<file path="config.mk">
export PLATFORM = sky130hd
export DESIGN_NAME = rgmii_rx_frame_ctrl
export DESIGN_NICKNAME = d
export VERILOG_FILES = /design/src/rtl/rgmii_rx_frame_ctrl.sv
export SDC_FILE = /design/constraint.sdc
export NUM_CORES = 1
export LEC_CHECK = 0
export CORE_AREA = 2 2 89 91
export CTS_CLUSTER_SIZE = 28
export DETAILED_ROUTE_END_ITERATION = 10
export DIE_AREA = 0 0 91 93
export PLACE_DENSITY = 0.83
export SYNTH_ARGS = -nofsm -noshare
export SYNTH_HDL_FRONTEND = slang
export SYNTH_SLANG_ARGS = --single-unit
</file>
<file path="constraint.sdc">
create_clock -name clk125MHz -period 2.04 [get_ports clk125MHz]
set_input_delay 0.408 -clock clk125MHz [delete_from_list [all_inputs] [get_ports clk125MHz]]
set_output_delay 0.408 -clock clk125MHz [all_outputs]
set_load 0.005 [all_outputs]
</file>
<file path="src/rtl/rgmii_rx_frame_ctrl.sv">
// RGMII receive framer: strips preamble/SFD, streams frame bytes, flags bad frames.
// Optional FCS check enabled by defining RGMII_RX_FCS_CHECK_EN.
module rgmii_rx_frame_ctrl (
    input  logic        clk125MHz,
    input  logic        rst,
    input  logic [7:0]  rx_data_in,
    input  logic        rx_dv_in,
    input  logic        rx_er_in,
    output logic [7:0]  out_data,
    output logic        out_valid,
    output logic        out_last,
    output logic        out_bad,
    output logic [15:0] frame_ok_cnt,
    output logic [15:0] frame_bad_cnt,
    output logic        busy
);

    typedef enum logic [2:0] {
        SYNC,
        IDLE,
        PREAMBLE,
        PAYLOAD,
        DROP
    } state_t;

    localparam logic [7:0]  PRE_BYTE = 8'h55;
    localparam logic [7:0]  SFD_BYTE = 8'hD5;
    localparam logic [10:0] MIN_LEN  = 11'd64;
    localparam logic [10:0] MAX_LEN  = 11'd1518;
    localparam logic [10:0] LEN_SAT  = 11'd2047;

    state_t      state_q, state_d;
    logic [2:0]  pre_cnt_q, pre_cnt_d;
    logic [7:0]  hold_q, hold_d;
    logic        held_q, held_d;
    logic [10:0] len_q, len_d;
    logic        err_q, err_d;
    logic [7:0]  data_q, data_d;
    logic        valid_q, valid_d;
    logic        last_q, last_d;
    logic        bad_q, bad_d;
    logic [15:0] ok_cnt_q, ok_cnt_d;
    logic [15:0] bad_cnt_q, bad_cnt_d;
    logic        len_bad;
    logic        frame_bad;

    assign len_bad = (len_q < MIN_LEN) || (len_q > MAX_LEN);

`ifdef RGMII_RX_FCS_CHECK_EN
    localparam logic [31:0] CRC_INIT = 32'hFFFF_FFFF;
    localparam logic [31:0] RESIDUE  = 32'hC704_DD7B;

    logic [31:0] crc_q, crc_d;
    logic [31:0] crc_rev;

    // Reflected CRC-32, one byte per call, LSB first
    function automatic logic [31:0] crc_byte(
        input logic [31:0] c,
        input logic [7:0]  d
    );
        logic [31:0] r;
        r = c ^ {24'h0, d};
        for (int i = 0; i < 8; i++) begin
            r = r[0] ? ((r >> 1) ^ 32'hEDB8_8320) : (r >> 1);
        end
        return r;
    endfunction

    always_comb begin
        crc_d = crc_q;
        if (state_q == PREAMBLE && rx_dv_in && rx_data_in == SFD_BYTE) begin
            crc_d = CRC_INIT;
        end else if (state_q == PAYLOAD && rx_dv_in) begin
            crc_d = crc_byte(crc_q, rx_data_in);
        end
    end

    // The shift-right register holds the residue bit-reversed
    always_comb begin
        crc_rev = '0;
        for (int i = 0; i < 32; i++) begin
            crc_rev[i] = crc_q[31-i];
        end
    end

    assign frame_bad = len_bad | err_q | (crc_rev != RESIDUE);

    always_ff @(posedge clk125MHz or posedge rst) begin
        if (rst) begin
            crc_q <= '0;
        end else begin
            crc_q <= crc_d;
        end
    end
`else
    assign frame_bad = len_bad | err_q;
`endif

    always_comb begin
        state_d   = state_q;
        pre_cnt_d = pre_cnt_q;
        hold_d    = hold_q;
        held_d    = held_q;
        len_d     = len_q;
        err_d     = err_q;
        data_d    = data_q;
        valid_d   = 1'b0;
        last_d    = 1'b0;
        bad_d     = 1'b0;
        ok_cnt_d  = ok_cnt_q;
        bad_cnt_d = bad_cnt_q;
        unique case (state_q)
            SYNC: begin
                if (!rx_dv_in) state_d = IDLE;
            end
            IDLE: begin
                if (rx_dv_in) begin
                    if (rx_data_in == PRE_BYTE) begin
                        state_d   = PREAMBLE;
                        pre_cnt_d = 3'd1;
                    end else begin
                        state_d   = DROP;
                        bad_cnt_d = bad_cnt_q + 16'd1;
                    end
                end
            end
            PREAMBLE: begin
                if (!rx_dv_in) begin
                    state_d   = IDLE;
                    bad_cnt_d = bad_cnt_q + 16'd1;
                end else if (rx_data_in == SFD_BYTE) begin
                    state_d = PAYLOAD;
                    held_d  = 1'b0;
                    len_d   = '0;
                    err_d   = rx_er_in;
                end else if (rx_data_in == PRE_BYTE && pre_cnt_q != 3'd7) begin
                    pre_cnt_d = pre_cnt_q + 3'd1;
                end else begin
                    state_d   = DROP;
                    bad_cnt_d = bad_cnt_q + 16'd1;
                end
            end
            PAYLOAD: begin
                if (rx_dv_in) begin
                    if (held_q) begin
                        data_d  = hold_q;
                        valid_d = 1'b1;
                    end
                    hold_d = rx_data_in;
                    held_d = 1'b1;
                    err_d  = err_q | rx_er_in;
                    if (len_q != LEN_SAT) len_d = len_q + 11'd1;
                end else begin
                    state_d = IDLE;
                    held_d  = 1'b0;
                    if (held_q) begin
                        data_d  = hold_q;
                        valid_d = 1'b1;
                        last_d  = 1'b1;
                        bad_d   = frame_bad;
                        if (frame_bad) bad_cnt_d = bad_cnt_q + 16'd1;
                        else           ok_cnt_d  = ok_cnt_q + 16'd1;
                    end else begin
                        bad_cnt_d = bad_cnt_q + 16'd1;
                    end
                end
            end
            DROP: begin
                if (!rx_dv_in) state_d = IDLE;
            end
            default: state_d = SYNC;
        endcase
    end

    always_ff @(posedge clk125MHz or posedge rst) begin
        if (rst) begin
            state_q   <= SYNC;
            pre_cnt_q <= '0;
            hold_q    <= '0;
            held_q    <= 1'b0;
            len_q     <= '0;
            err_q     <= 1'b0;
            data_q    <= '0;
            valid_q   <= 1'b0;
            last_q    <= 1'b0;
            bad_q     <= 1'b0;
            ok_cnt_q  <= '0;
            bad_cnt_q <= '0;
        end else begin
            state_q   <= state_d;
            pre_cnt_q <= pre_cnt_d;
            hold_q    <= hold_d;
            held_q    <= held_d;
            len_q     <= len_d;
            err_q     <= err_d;
            data_q    <= data_d;
            valid_q   <= valid_d;
            last_q    <= last_d;
            bad_q     <= bad_d;
            ok_cnt_q  <= ok_cnt_d;
            bad_cnt_q <= bad_cnt_d;
        end
    end

    assign out_data      = data_q;
    assign out_valid     = valid_q;
    assign out_last      = last_q;
    assign out_bad       = bad_q;
    assign frame_ok_cnt  = ok_cnt_q;
    assign frame_bad_cnt = bad_cnt_q;
    assign busy          = (state_q != IDLE);

endmodule

</file>
==> flow_metrics.tcl, run 1 <==
set metrics [dict create \
    stdcell_count 520 \
    fin_nets 430 \
    num_antenna_cells 0 \
    postLayoutCoreUtil_pct 63.6 \
    wl_per_cell_um 14.9 \
    tightest_slew_ns 0.500 \
    critPathTopFamily "buffers and inverters" \
    drtIter0Drc 108 \
    path_max_fanout 2 \
    synth-edff-count 0 \
    holdWs_ns 0.374 \
    io-pin-count 56 \
    period_needed_ns 2.01 \
    grt_pass1_wl_mm 13.0 \
    syn_inst 312 \
    vias 2794 \
    drc 0 \
    final_common_cell "dfrtp_1" \
    synth_nets 329 \
    drv_slew 0 \
    hold_viol 0 \
    grt.total_usage_pct 19.6 \
    crit_arrival_ns 1.60 \
    timing.final.crit_share_pct 98.3 \
    ctsHoldBuffers 0 \
    tritoncts "built" \
    cts_root_buffer "clkbuf_8" \
    end_kind "output port" \
    fp.coreArea_um2 7530 \
    total_power_mw 3.10 \
    rsz0062_at_grt "yes" \
    htree_levels 3 \
    skew_ns 0.00892 \
    fin_ws_ns 0.0347 \
    clk_pin_slew_ns 0.07 \
    drt-pass1-iter-count 4 \
    vias_per_cell 5.37 \
    synth.avg_cell_area_um2 11.4 \
    ys_ff_latch 70 \
    ant_nets 0 \
    crit_type "reg2out" \
    timing.fmax_mhz 499 \
    setup_viol 0 \
    start_util_pct 47.1 \
    nFillCells 592 \
    drive_gt1_share_pct 26.6 \
    dp_cells 494 \
    async_reset_ff_share_pct 100 \
    critPathRequiredTime_ns 1.63 \
    final_cell_mix "67 x dfrtp_1, 51 x clkdlybuf4s50_1, 39 x buf_4, 20 x xnor2_1, 18 x nor2_1" \
    worstSetupStartpointType "flop" \
    p_leak_nw 2.32 \
    die_y_um 93 \
    portBuffers 55 \
    synthDistinctLibCells 56 \
    place_ws_ns -0.373 \
    synthesis.area_um2 3550 \
    yosysSeqAreaShare_pct 49.4 \
    slew-limit-headroom_pct 66.5 \
    fp-row-count 32 \
    ys_warn_count 0 \
    status "completed" \
    clock-sinks 70 \
    path_cells "or3_1 -> clkdlybuf4s50_1" \
    overflow 0 \
    drt_wl_total_mm 7.77 \
    clockBufferDepth 2 \
    antenna_found_initial 0 \
    areaGrowthSynthToFinish_pct 34.8 \
    numCtsBuffers 9 \
    max_stage_delay_ns 0.46 \
    die_area_um2 8460 \
    cp_num_buf_inv 1 \
    die_w_um 91 \
    ir_worst_vdd_v 0.000292 \
    grt_pass1_vias 2816 \
    powerDensity_nw_per_um2 648 \
    synthFlopType "dfrtp_1" \
    dp_hpwl_mm 5.32 \
    cp_slowest_cell "clkdlybuf4s50_1" \
    hold_path_class "in2reg" \
    drv_cap 0 \
    clk_latency_ns 0.35 \
    gp_congestion 0.918 \
    grt_max_degree 71 \
]
==> cell usage after synthesis (2+ instances only) <==
cell,n,area share (%)
dfrtp_1,70,49
xnor2_1,20,4.9
nor2_1,18,1.9
nand2_1,16,1.7
mux2_2,15,4.8
o21ai_0,14,2.0
a21oi_1,12,1.7
inv_1,12,1.3
nand3_1,12,1.7
xor2_1,12,3.0
and3_1,9,1.6
nand4_1,9,1.6
and4_1,6,1.5
nand4_2,6,2.1
or3_1,6,1.1
and2_1,5,0.88
buf_2,5,0.71
ha_1,5,1.8
nand2b_1,5,0.88
nand3_2,5,1.4
nor3_1,4,0.56
or4_1,4,0.85
o31ai_1,3,0.63
and3b_1,2,0.49
and4b_1,2,0.56
nand3b_1,2,0.42
nor2b_1,2,0.35
o2111ai_2,2,0.85
o211ai_4,2,1.2
==> area by class of cell <==
| cell class | instances | area, µm² | share of cell area (%) |
|---|---|---|---|
| flip-flops and latches | 70 | 1760 | 36.7 |
| multi-input cells | 222 | 1740 | 36.3 |
| repair buffers | 97 | 896 | 18.7 |
| clock buffers | 12 | 165 | 3.45 |
| well taps | 102 | 128 | 2.67 |
| clock inverters | 4 | 52.6 | 1.10 |
| inverters | 13 | 52.6 | 1.10 |
==> metrics by stage <==
| step | area [µm²] | TNS, ns |
|---|---|---|
| 2_1_floorplan | 3550 | 0 |
| 3_3_place_gp | 4430 | -6.31 |
| 3_5_place_dp | 4430 | -8.05 |
| 4_1_cts | 4700 | -0.00277 |
| 5_1_grt | 4780 | -0.0393 |
| 6_report | 4780 | 0 |
==> kinds of logic (layout without fill, tap and decap cells) <==
logic type,count (synthesis),count (layout),synth area share [%]
and+or+nand+nor,121,121,22.0
DFF,70,70,49.4
AOI/OAI and AO/OA,46,47,10.4
xor gates and xnor gates,32,32,7.90
buffers and inverters,21,126,3.07
muxes,17,17,5.50
adders and majority gates,5,5,1.76
==> state kept, by name, summed over array words and instances, names as in the netlist, 3 cells and up <==
name and cells:
frame_bad_cnt 16, frame_ok_cnt 16, hold_q 8, len_q 11, out_data 8, pre_cnt_q 3, state_q 3
==> worst register-to-register path, cell delays in order (launching register included) <==
cell and delay [ns]:
dfrtp_1 0.39, ha_1 0.21, ha_2 0.17, nor2b_1 0.14, or4_1 0.42, o211a_4 0.18
nand2_4 0.08, mux2_4 0.30
==> metal layers <==
metal,part of all wire (%),wire length (µm),GRT usage (%),vias up
met5,0,0,0,-
met4,2.5,191,7.45,0
met3,4.5,351,5.00,18
met2,50,3860,33.0,83
met1,43,3360,24.3,1359
li1,-,-,-,1334
==> path summary, 6_finish.rpt <==
check                                             start                            to  slack, ns  depth (start not counted)
setup / recovery                 state_q[2]$_DFFE_PP0P_                          busy       0.03                          2
hold / removal                            rx_data_in[6]         hold_q[6]$_DFFE_PP0P_       0.37                          2
setup reg to reg               pre_cnt_q[0]$_DFFE_PP0P_  frame_bad_cnt[1]$_DFFE_PP0P_       0.06                          7
hold reg to reg            frame_ok_cnt[15]$_DFFE_PP0P_  frame_ok_cnt[15]$_DFFE_PP0P_       0.47                          1
max in group asynchronous                           rst        state_q[2]$_DFFE_PP0P_       1.23                          3
min in group asynchronous                           rst  frame_bad_cnt[4]$_DFFE_PP0P_       0.50                          3
==> report_power, final <==
| group | internal (mW) | switching (mW) | leakage, nW |
|---|---|---|---|
| Combinational | 0.237 | 0.155 | 1.27 |
| Clock | 0.669 | 0.520 | 0.113 |
| Sequential | 1.45 | 0.0688 | 0.936 |
| Total | 2.35 | 0.744 | 2.32 |
==> repair_timing <==
item	in CTS	in global routing
setup endpoints to repair	7	21
pin swaps	3	7
cloned	1	0
resized for setup	5	12
hold endpoints to repair	0	0
buffers inserted	4	5
Note: power is estimated with default switching activity, not from simulation.
==> run 2: changes to the inputs <==
==> constraint.sdc (replaced) <==
create_clock -name clk125MHz -period 2.04 [get_ports clk125MHz]
set_input_delay 0.408 -clock clk125MHz [delete_from_list [all_inputs] [get_ports clk125MHz]]
set_output_delay 0.408 -clock clk125MHz [all_outputs]
set_load 0.02 [all_outputs]
==> run 2 against run 1 <==
Global-route usage decreased by 0.73 points. Hold slack improved by 0.023 ns. Worst setup slack lost 0.018 ns. Critical path depth increased by 5. Die area unchanged. Total power grew 4.7%. Count of clock-buffer cells in the layout is 3 lower. Clock skew up 0.0013 ns. Critical endpoint is now frame_bad_cnt[1]$_DFFE_PP0P_. Highest routed layer unchanged. Final area is essentially flat.
==> flow_metrics.tcl, run 2 (synthesis results as in run 1) <==
set metrics [dict create \
    cp_slowest_cell "or4_4" \
    vias 2781 \
    fin_nets 424 \
    wl_per_cell_um 15.1 \
    final_common_cell "dfrtp_1" \
    end_kind "flop" \
    tritoncts "built" \
    powerDensity_nw_per_um2 678 \
    htree_levels 3 \
    drc 0 \
    p_leak_nw 2.33 \
    place_ws_ns -0.354 \
    vias_per_cell 5.41 \
    die_y_um 93 \
    io-pin-count 56 \
    crit_arrival_ns 2.26 \
    grt_pass1_vias 2749 \
    fp.coreArea_um2 7530 \
    holdWs_ns 0.397 \
    rsz0062_at_grt "yes" \
    endpoint "frame_bad_cnt[1]$_DFFE_PP0P_" \
    cts_root_buffer "clkbuf_8" \
    num_antenna_cells 0 \
    fin_ws_ns 0.0163 \
    overflow 0 \
    hp-start "rx_data_in[6]" \
    r2r_end "frame_bad_cnt[1]$_DFFE_PP0P_" \
    final_cell_mix "69 x dfrtp_1, 48 x clkdlybuf4s50_1, 31 x buf_4, 20 x xnor2_1, 18 x nor2_1" \
    areaGrowthSynthToFinish_pct 34.9 \
    portBuffers 55 \
    clock-sinks 70 \
    grt_max_degree 71 \
    setup_viol 0 \
    r2r_slack_ns 0.02 \
    drt-pass1-iter-count 4 \
    fp-row-count 32 \
    drv_slew 0 \
    drive_gt1_share_pct 25.7 \
    slew-limit-headroom_pct 67.0 \
    timing.final.crit_share_pct 99.2 \
    antenna_found_initial 0 \
    drt_wl_total_mm 7.78 \
    min_path_cells 2 \
    tightest_slew_ns 0.493 \
    numCtsBuffers 9 \
    period_needed_ns 2.02 \
    skew_ns 0.0102 \
    path_max_fanout 4 \
    timing.fmax_mhz 494 \
    r2r_cells 7 \
    dp_hpwl_mm 5.40 \
    clk_latency_ns 0.36 \
    die_area_um2 8460 \
    gp_congestion 0.891 \
    critPathRequiredTime_ns 2.28 \
    setup.worst_path.start "pre_cnt_q[1]$_DFFE_PP0P_" \
    ir_worst_vdd_v 0.000378 \
    hold_viol 0 \
    crit_type "reg2reg" \
    drtIter0Drc 93 \
    ant_nets 0 \
    clk_pin_slew_ns 0.07 \
    reg2reg_from "pre_cnt_q[1]$_DFFE_PP0P_" \
    grt_pass1_wl_mm 12.7 \
    max_stage_delay_ns 0.48 \
    status "completed" \
    die_w_um 91 \
    ctsHoldBuffers 0 \
    worstSetupStartpointType "flop" \
    path_cells "ha_2 -> ha_4 -> nor2b_4 -> or4_4 -> o211a_4 -> nand2_4 -> mux2_4" \
    start_util_pct 47.1 \
    grt.total_usage_pct 18.8 \
    drv_cap 0 \
    hold_path_class "in2reg" \
    clockBufferDepth 2 \
]
-- run 2: worst min path at each step --
stage                     slack [ns]                           end
after floorplan                 0.44         hold_q[7]$_DFFE_PP0P_
after global placement          0.46  frame_ok_cnt[15]$_DFFE_PP0P_
after detailed placement        0.46  frame_ok_cnt[15]$_DFFE_PP0P_
after CTS                       0.47  frame_ok_cnt[15]$_DFFE_PP0P_
after global routing            0.38         hold_q[6]$_DFFE_PP0P_
final                           0.40         hold_q[6]$_DFFE_PP0P_
-- run 2: layout make-up --
class | instances | area (µm²)
fillers | 575 | 2740
multi-input cells | 222 | 1760
flip-flops and latches | 70 | 1750
repair buffers | 91 | 871
well taps | 102 | 128
clock buffers | 9 | 124
clock inverters | 7 | 97.6
inverters | 13 | 52.6
-- run 2: report_power, final --
group	leakage, nW	total, mW	internal, mW	switching (mW)
registers	0.938	1.53	1.45	0.0803
logic	1.29	0.470	0.242	0.227
clock network	0.106	1.25	0.692	0.555
total	2.33	3.25	2.38	0.863
-- run 2: critical path, delay by kind of cell, from the launching register on --
kind | cells | cell delay, ns
AOI/OAI and AO/OA | 1 | 0.18
and+or+nand+nor | 3 | 0.68
muxes | 1 | 0.29
adders and majority gates | 2 | 0.37
DFF | 1 | 0.39
-- run 2: stage by stage --
| stage | power, mW | std cells | utilization (%) | area [µm²] | setup TNS (ns) |
|---|---|---|---|---|---|
| final | 3.25 | 514 | 63.6 | 4790 | 0 |
| after CTS | 3.25 | 510 | 62.0 | 4660 | 0 |
| after global placement | 1.98 | 494 | 58.9 | 4430 | -5.99 |
| after detailed placement | 2.01 | 494 | 58.9 | 4430 | -7.82 |
| after floorplan | 1.78 | 312 | - | 3550 | 0 |
| after global routing | 3.38 | 514 | 63.6 | 4790 | -0.143 |
-- run 2: repair_timing --
item,in CTS,in global routing
gates cloned,0,1
pin swaps,1,11
endpoints found under the setup margin,12,17
setup buffers,0,3
gates resized for setup,4,23
-- run 2: per-layer routing --
| metal | part of all wire, % | wire length (µm) | GRT usage [%] |
|---|---|---|---|
| met1 | 43 | 3380 | 22.7 |
| met2 | 51 | 3930 | 32.5 |
| met3 | 4.9 | 384 | 5.32 |
| met4 | 1.1 | 83 | 6.57 |
| met5 | 0 | 0 | 0 |
==> run 3: changes to the inputs <==
--- a/config.mk
+++ b/config.mk
@@ -9,7 +9,8 @@
 export CTS_CLUSTER_SIZE = 28
 export DETAILED_ROUTE_END_ITERATION = 10
 export DIE_AREA = 0 0 91 93
-export PLACE_DENSITY = 0.83
+export PLACE_DENSITY = 0.85
+export SETUP_SLACK_MARGIN = 0.1
 export SYNTH_ARGS = -nofsm -noshare
 export SYNTH_HDL_FRONTEND = slang
 export SYNTH_SLANG_ARGS = --single-unit
==> run 3 against run 2 <==
Utilization rose by 1.3 points. Clock skew barely moved. Die area did not move. Cell count rose by 2.7%. Sequential cell count did not move. Critical path depth did not move. First-iteration DRC count rose by 33%.
==> flow_metrics.tcl, run 3 (synthesis results as in run 1) <==
set metrics [dict create \
    r2r_slack_ns 0.08 \
    grt.total_usage_pct 20.8 \
    rsz0062_at_grt "yes" \
    slew-limit-headroom_pct 75.3 \
    placed_cell_area_um2 4450 \
    drive_gt1_share_pct 31.0 \
    crit_type "reg2reg" \
    ctsHoldBuffers 0 \
    end_kind "flop" \
    tightest_slew_ns 0.370 \
    ir_worst_vdd_v 0.000380 \
    powerDensity_nw_per_um2 612 \
    antenna_found_initial 0 \
    crit_arrival_ns 2.19 \
    skew_ns 0.00996 \
    num_antenna_cells 0 \
    worstSetupStartpointType "flop" \
    timing.fmax_mhz 511 \
    htree_levels 3 \
    clk_pin_slew_ns 0.08 \
    portBuffers 55 \
    areaGrowthSynthToFinish_pct 37.6 \
    fin_tns_setup_ns 0 \
    drv_cap 0 \
    p_leak_nw 2.28 \
    vias_per_cell 5.57 \
    final_cell_mix "66 x dfrtp_1, 47 x clkdlybuf4s50_1, 45 x buf_4, 18 x xnor2_1, 17 x nor2_1" \
    status "completed" \
    hold_path_class "reg2reg" \
    die_area_um2 8460 \
    grt_pass1_vias 2909 \
    clock-sinks 70 \
    numCtsBuffers 9 \
    path_max_fanout 4 \
    ant_nets 0 \
    drt_wl_total_mm 8.91 \
    die_w_um 91 \
    io-pin-count 56 \
    timing.final.crit_share_pct 95.9 \
    stdcell_area_um2 4880 \
    final_common_cell "dfrtp_1" \
    fp-row-count 32 \
    tritoncts "built" \
    dp_hpwl_mm 5.81 \
    clockBufferDepth 2 \
    grt_pass1_wl_mm 14.0 \
    drc 0 \
    fp.coreArea_um2 7530 \
    period_needed_ns 1.96 \
    wl_per_cell_um 16.9 \
    clk_latency_ns 0.34 \
    hold_viol 0 \
    nFillCells 596 \
    drtIter0Drc 124 \
    gp_congestion 0.979 \
    critPathRequiredTime_ns 2.27 \
    drv_slew 0 \
    vias 2943 \
    die_y_um 93 \
    setup_viol 0 \
    fin_nets 438 \
    drt-pass1-iter-count 4 \
    grt_max_degree 71 \
    cts_root_buffer "clkbuf_8" \
    overflow 0 \
    start_util_pct 47.1 \
]
run 3: changes by cell type in the layout (fill, tap and decap cells not counted), sizes merged:
| cell | previous run | this run |
|---|---|---|
| dlymetal6s2s | 6 | 1 |
| clkdlybuf4s50 | 48 | 47 |
| bufinv | 2 | 0 |
| clkinv | 2 | 5 |
| clkinvlp | 3 | 2 |
| buf | 36 | 50 |
| clkbuf | 9 | 10 |
| dlygate4sd2 | 1 | 6 |
run 3: repair_timing:
action | CTS | global route
setup endpoints to repair | 24 | 36
gates resized for setup | 18 | 20
cloned | 1 | 0
buffers inserted | 6 | 10
pin swaps | 8 | 9
run 3: worst paths after layout:
check	startpoint	endpoint	cells past startpoint
setup / recovery	pre_cnt_q[1]$_DFFE_PP0P_	frame_bad_cnt[1]$_DFFE_PP0P_	7
hold / removal	frame_ok_cnt[15]$_DFFE_PP0P_	frame_ok_cnt[15]$_DFFE_PP0P_	1
setup reg to reg	pre_cnt_q[1]$_DFFE_PP0P_	frame_bad_cnt[1]$_DFFE_PP0P_	7
hold reg to reg	frame_ok_cnt[15]$_DFFE_PP0P_	frame_ok_cnt[15]$_DFFE_PP0P_	1
max in group asynchronous	rst	state_q[0]$_DFFE_PP0P_	3
min in group asynchronous	rst	frame_ok_cnt[15]$_DFFE_PP0P_	3
run 3: metal layers:
metal  vias up  part of all wire (%)  routed length, µm  track usage (%)
li1       1353                     -                  -                -
met1      1458                    40               3600             24.9
met2       109                    52               4590             36.1
met3        23                   5.6                498             4.35
met4         0                   2.4                212             9.22
met5         -                     0                  0                0
run 3: worst max-delay path: stages (launching register included):
cell,delay (ns)
dfrtp_1,0.40
ha_2,0.19
ha_4,0.16
nor2b_4,0.12
or4_4,0.41
o211a_4,0.18
nand2_2,0.09
mux2_4,0.29
run 3: per-stage QoR:
stage / hold slack [ns] / util, % / setup WS (ns) / power [mW] / cells
2_1_floorplan: 0.444 / - / 0.116 / 1.78 / 312
3_3_place_gp: 0.457 / 59.1 / -0.303 / 1.98 / 495
3_5_place_dp: 0.457 / 59.1 / -0.371 / 2.00 / 495
4_1_cts: 0.473 / 62.7 / 0.0607 / 2.99 / 518
5_1_grt: 0.470 / 64.8 / 0.0291 / 3.10 / 528
6_report: 0.467 / 64.8 / 0.0838 / 2.99 / 528
run 3: layout make-up:
| cell class | instances | area [µm²] | share of cell area (%) |
|---|---|---|---|
| multi-input cells | 222 | 1820 | 37.3 |
| repair buffers | 105 | 952 | 19.5 |
| clock inverters | 7 | 48.8 | 1.00 |
| inverters | 13 | 52.6 | 1.08 |
| clock buffers | 9 | 124 | 2.54 |
| flip-flops and latches | 70 | 1760 | 36.0 |
| well taps | 102 | 128 | 2.61 |
run 3: power breakdown:
group / switching [mW] / total (mW) / internal (mW)
sequential: 0.0749 / 1.52 / 1.45
combinational: 0.226 / 0.475 / 0.249
clock: 0.548 / 0.991 / 0.443
==> RTL edit 1: new RTL, flow settings as in run 3 <==
Register the output `frame_ok_cnt` once more, cleared by the reset; this adds one clock of latency there. The other outputs are not delayed to match.
--- a/src/rtl/rgmii_rx_frame_ctrl.sv
+++ b/src/rtl/rgmii_rx_frame_ctrl.sv
@@ -208,3 +208,9 @@
     assign out_bad       = bad_q;
-    assign frame_ok_cnt  = ok_cnt_q;
+    always_ff @(posedge clk125MHz or posedge rst) begin
+        if (rst) begin
+            frame_ok_cnt <= '0;
+        end else begin
+            frame_ok_cnt <= ok_cnt_q;
+        end
+    end
     assign frame_bad_cnt = bad_cnt_q;
Function: same outputs for any inputs over 10 cycles, from zero or initial values and one cycle with rst high; that may be too few to reach the edited logic, so the function may still have changed.
==> RTL edit 1 against run 3 <==
  * Count of clock-buffer cells in the layout unchanged
  * Critical path type unchanged
  * Sequential cell count up 16
  * Cell area up 7.1%
  * Clock skew up 0.0065 ns
  * Maximum frequency down 1.7%
  * Routed wire length up 0.63%
  * Area after synthesis up 7.8%
  * Clock power up 51%
  * Total power up 40%
  * Setup slack worse by 0.034 ns
==> RTL edit 1: results (changes against run 3) <==
[yosys]
synth_nets=340  ; was 329
syn-instance-count=323  ; was 312
yosysSeqAreaShare=0.5628  ; was 0.4937
synth.distinct_cells=52  ; was 56
yosys-top-cells-count=dfrtp_1 (86), nand2_1 (26), mux2_2 (20), nor2_1 (20), xnor2_1 (20)  ; was dfrtp_1 (70), xnor2_1 (20), nor2_1 (18)

[worst_setup_path]
slowest_delay_ns=0.56  ; was 0.41 ns
reg2reg_to=frame_bad_cnt[12]$_DFFE_PP0P_  ; was frame_bad_cnt[1]$_DFFE_PP0P_
rrSetupSlack_ns=0.05  ; was 0.08 ns
rr_startpoint=len_q[10]$_DFFE_PP0P_  ; was pre_cnt_q[1]$_DFFE_PP0P_
cp_data_arrival_time_ns=2.28  ; was 2.19 ns
reg2reg_depth=6  ; was 7

[finish]
filler_cell_count=516  ; was 596
layout-drive-gt1-share=0.2665  ; was 0.3099
finalNetCount=436  ; was 438

[global_routing]
grt_max_degree=87  ; was 71
grt_usage=0.2135  ; was 0.2076

[hold_path]
min_from=rx_data_in[3]  ; was frame_ok_cnt[15]$_DFFE_PP0P_
hold_path_end=hold_q[3]$_DFFE_PP0P_  ; was frame_ok_cnt[15]$_DFFE_PP0P_
hold-path-cell-count=2  ; was 1

[power]
p_leak_nw=2.420  ; was 2.285 nW
peakVddDrop_v=0.0005418  ; was 0.0003796 V

[placement]
placed_cells=508  ; was 495
place.gp.congestion=0.9061  ; was 0.9794

[drt]
wirelength_um=8961  ; was 8905 um
drt_iter0_markers=192  ; was 124

[status]
status=finished, final reports clean  ; unchanged

[timing]
finalClockSkew_ns=0.01644  ; was 0.009961 ns
holdWs_ns=0.3271  ; was 0.4666 ns

[cts]
path_clk_slew_ns=0.10  ; was 0.08 ns
clock_latency_ns=0.37  ; was 0.34 ns

[RTL edit 1: cell count changes in the layout (fill, tap and decap cells not counted), sizes merged, moves of 7 or more]
| cell | change |
|---|---|
| dfrtp | +16 |
| inv | -7 |
| buf | -9 |
| nor4 | +13 |
| o21ai | -8 |
| nand2 | +9 |
[RTL edit 1: cells by family after synthesis]
logic type	after synthesis	synth area share
buffers and inverters	15	0.01930
muxes	23	0.06676
xor gates and xnor gates	37	0.08475
DFF	86	0.5628
adders and majority gates	5	0.01636
and+or+nand+nor	128	0.1980
AOI/OAI and AO/OA	29	0.05204
[RTL edit 1: how the worst max path moves through the flow]
stage	startpoint	end
global placement	rx_data_in[3]	frame_bad_cnt[1]$_DFFE_PP0P_
detailed placement	rx_data_in[5]	frame_bad_cnt[14]$_DFFE_PP0P_
global route	len_q[8]$_DFFE_PP0P_	frame_bad_cnt[10]$_DFFE_PP0P_
finish	len_q[10]$_DFFE_PP0P_	frame_bad_cnt[12]$_DFFE_PP0P_
floorplan	len_q[9]$_DFFE_PP0P_	frame_bad_cnt[7]$_DFFE_PP0P_
CTS	len_q[10]$_DFFE_PP0P_	frame_bad_cnt[9]$_DFFE_PP0P_
[RTL edit 1: routing by layer]
metal | track usage | wire (um) | vias to the layer above
met4 | 0.09343 | 208 | 0
li1 | - | - | 1350
met5 | 0 | 0 | -
met1 | 0.2748 | 3747 | 1430
met2 | 0.3586 | 4629 | 98
met3 | 0.03626 | 376 | 19
[RTL edit 1: repair_timing]
item / 4_1_cts / 5_1_grt
pin swaps: 2 / 14
hold buffers: 0 / 0
resized for setup: 16 / 24
endpoints found under the setup margin: 16 / 42
buffers inserted: 1 / 0
cloned: 1 / 0
[RTL edit 1: layout make-up]
| type | instances | area share |
|---|---|---|
| clock buffer | 9 | 0.02369 |
| clock inverter | 7 | 0.02441 |
| inverter | 4 | 0.003589 |
| multi-input combinational | 222 | 0.3410 |
| sequential | 86 | 0.4121 |
| tap | 102 | 0.02441 |
| timing repair buffer | 96 | 0.1709 |
[RTL edit 1: stage by stage]
| step | utilization | instance area, um^2 |
|---|---|---|
| global placement | 0.6335 | 4768 |
| detailed placement | 0.6335 | 4768 |
| global route | 0.6946 | 5229 |
| finish | 0.6946 | 5229 |
| CTS | 0.6810 | 5126 |
| floorplan | - | 3831 |
[RTL edit 1: power breakdown]
group,switching [W],internal (W),total (W)
registers,0.000114,0.00178,0.00189
clock network,0.000669,0.000833,0.00150
logic,0.000446,0.000351,0.000797
total,0.00123,0.00296,0.00419
==> RTL edit 2: new RTL, flow settings as in run 3 <==
Without the edit above. Set the localparam `MAX_LEN` to 11'd1024 (it was 11'd1518).
--- a/src/rtl/rgmii_rx_frame_ctrl.sv
+++ b/src/rtl/rgmii_rx_frame_ctrl.sv
@@ -28,3 +28,3 @@
     localparam logic [10:0] MIN_LEN  = 11'd64;
-    localparam logic [10:0] MAX_LEN  = 11'd1518;
+    localparam logic [10:0] MAX_LEN  = 11'd1024;
     localparam logic [10:0] LEN_SAT  = 11'd2047;
Check against the original RTL: same outputs for any inputs over 10 cycles, from zero or initial values and one cycle with rst high; that may be too few to reach the edited logic, so the function may still have changed.
==> RTL edit 2 against run 3 <==
  * Setup slack improved by 0.00069 ns
  * Sequential cell count unchanged
  * Combinational power decreased by 11%
  * Area after synthesis decreased by 4.2%
  * Routed wire length decreased by 11%
  * Total power decreased by 1.1%
  * Maximum frequency about the same
  * Global-route usage decreased by 1.4 points
  * Cell area decreased by 4.8%
  * Non-clock buffer count decreased by 13
  * Largest cell class is now sequential cells
==> RTL edit 2: results (changes against run 3) <==
[yosys]
synth_compound_area_frac=0.07248  ; was 0.1040
synth.distinct_cells=52  ; was 56
syn-instance-count=306  ; was 312
muxShareOfSynthArea=0.06990  ; was 0.05501
yosys-top-cells-area=dfrtp_1 (52%), mux2_2 (6.0%), xor2_1 (5.9%)  ; was dfrtp_1 (49%), xnor2_1 (4.9%), mux2_2 (4.8%)
synth-adder-area-share=0.01840  ; was 0.01763
yosys-top-cells-count=dfrtp_1 (70), xor2_1 (23), nand2_1 (22)  ; was dfrtp_1 (70), xnor2_1 (20), nor2_1 (18)

[finish]
fin_cells=507  ; was 528
filler_cell_count=586  ; was 596
seq_area_um2=1755  ; was 1757 um^2
layout-drive-gt1-share=0.2667  ; was 0.3099
finalNetCount=418  ; was 438

[worst_setup_path]
reg2reg_depth=6  ; was 7

[status]
status=finished, final reports clean  ; unchanged

[timing]
holdWs_ns=0.4682  ; was 0.4666 ns
fmax_ghz=0.5114  ; was 0.5112 GHz

[placement]
placed_cells=481  ; was 495
hpwl_um=5523  ; was 5806 um
dpl_cell_area_um2=4240  ; was 4451 um^2

[power]
p_comb_frac=0.143  ; was 0.159
swShare=0.2681  ; was 0.2840
power_w=0.002956  ; was 0.002989 W
p_clk_frac=0.341  ; was 0.331
p_leak_nw=2.190  ; was 2.285 nW
peakVddDrop_v=0.0003611  ; was 0.0003796 V

[drt]
wl_met1_um=3255  ; was 3599 um
wl_met3_um=259  ; was 498 um
via_count=2713  ; was 2943

[global_routing]
grt_max_degree=46  ; was 71
use_met3=0.03948  ; was 0.04351
globalRouteMet2Util=0.3241  ; was 0.3611
grt_pass1_vias=2793  ; was 2909

-- RTL edit 2: changes by cell type after synthesis, sizes merged, moves of 4 or more --
cell / delta
nor3: +8
nand3: -6
nand4: -4
or3: -4
inv: +4
nand2b: -4
a21oi: -5
and4: -6
nand2: +5
xor2: +11
xnor2: -8
-- RTL edit 2: final cells by class --
class / count / area share
inverter: 17 / 0.01454
multi-input combinational: 211 / 0.3580
timing repair buffer: 92 / 0.1847
tap: 102 / 0.02746
clock inverter: 3 / 0.004307
clock buffer: 12 / 0.03338
sequential: 70 / 0.3777
-- RTL edit 2: critical path, cell delays in order, from the launching register on --
cell and delay, ns:
dfrtp_1 0.42, or4b_4 0.54, o21ai_4 0.18, and3_4 0.21
buf_12 0.13, nor2_2 0.06, mux2_4 0.29
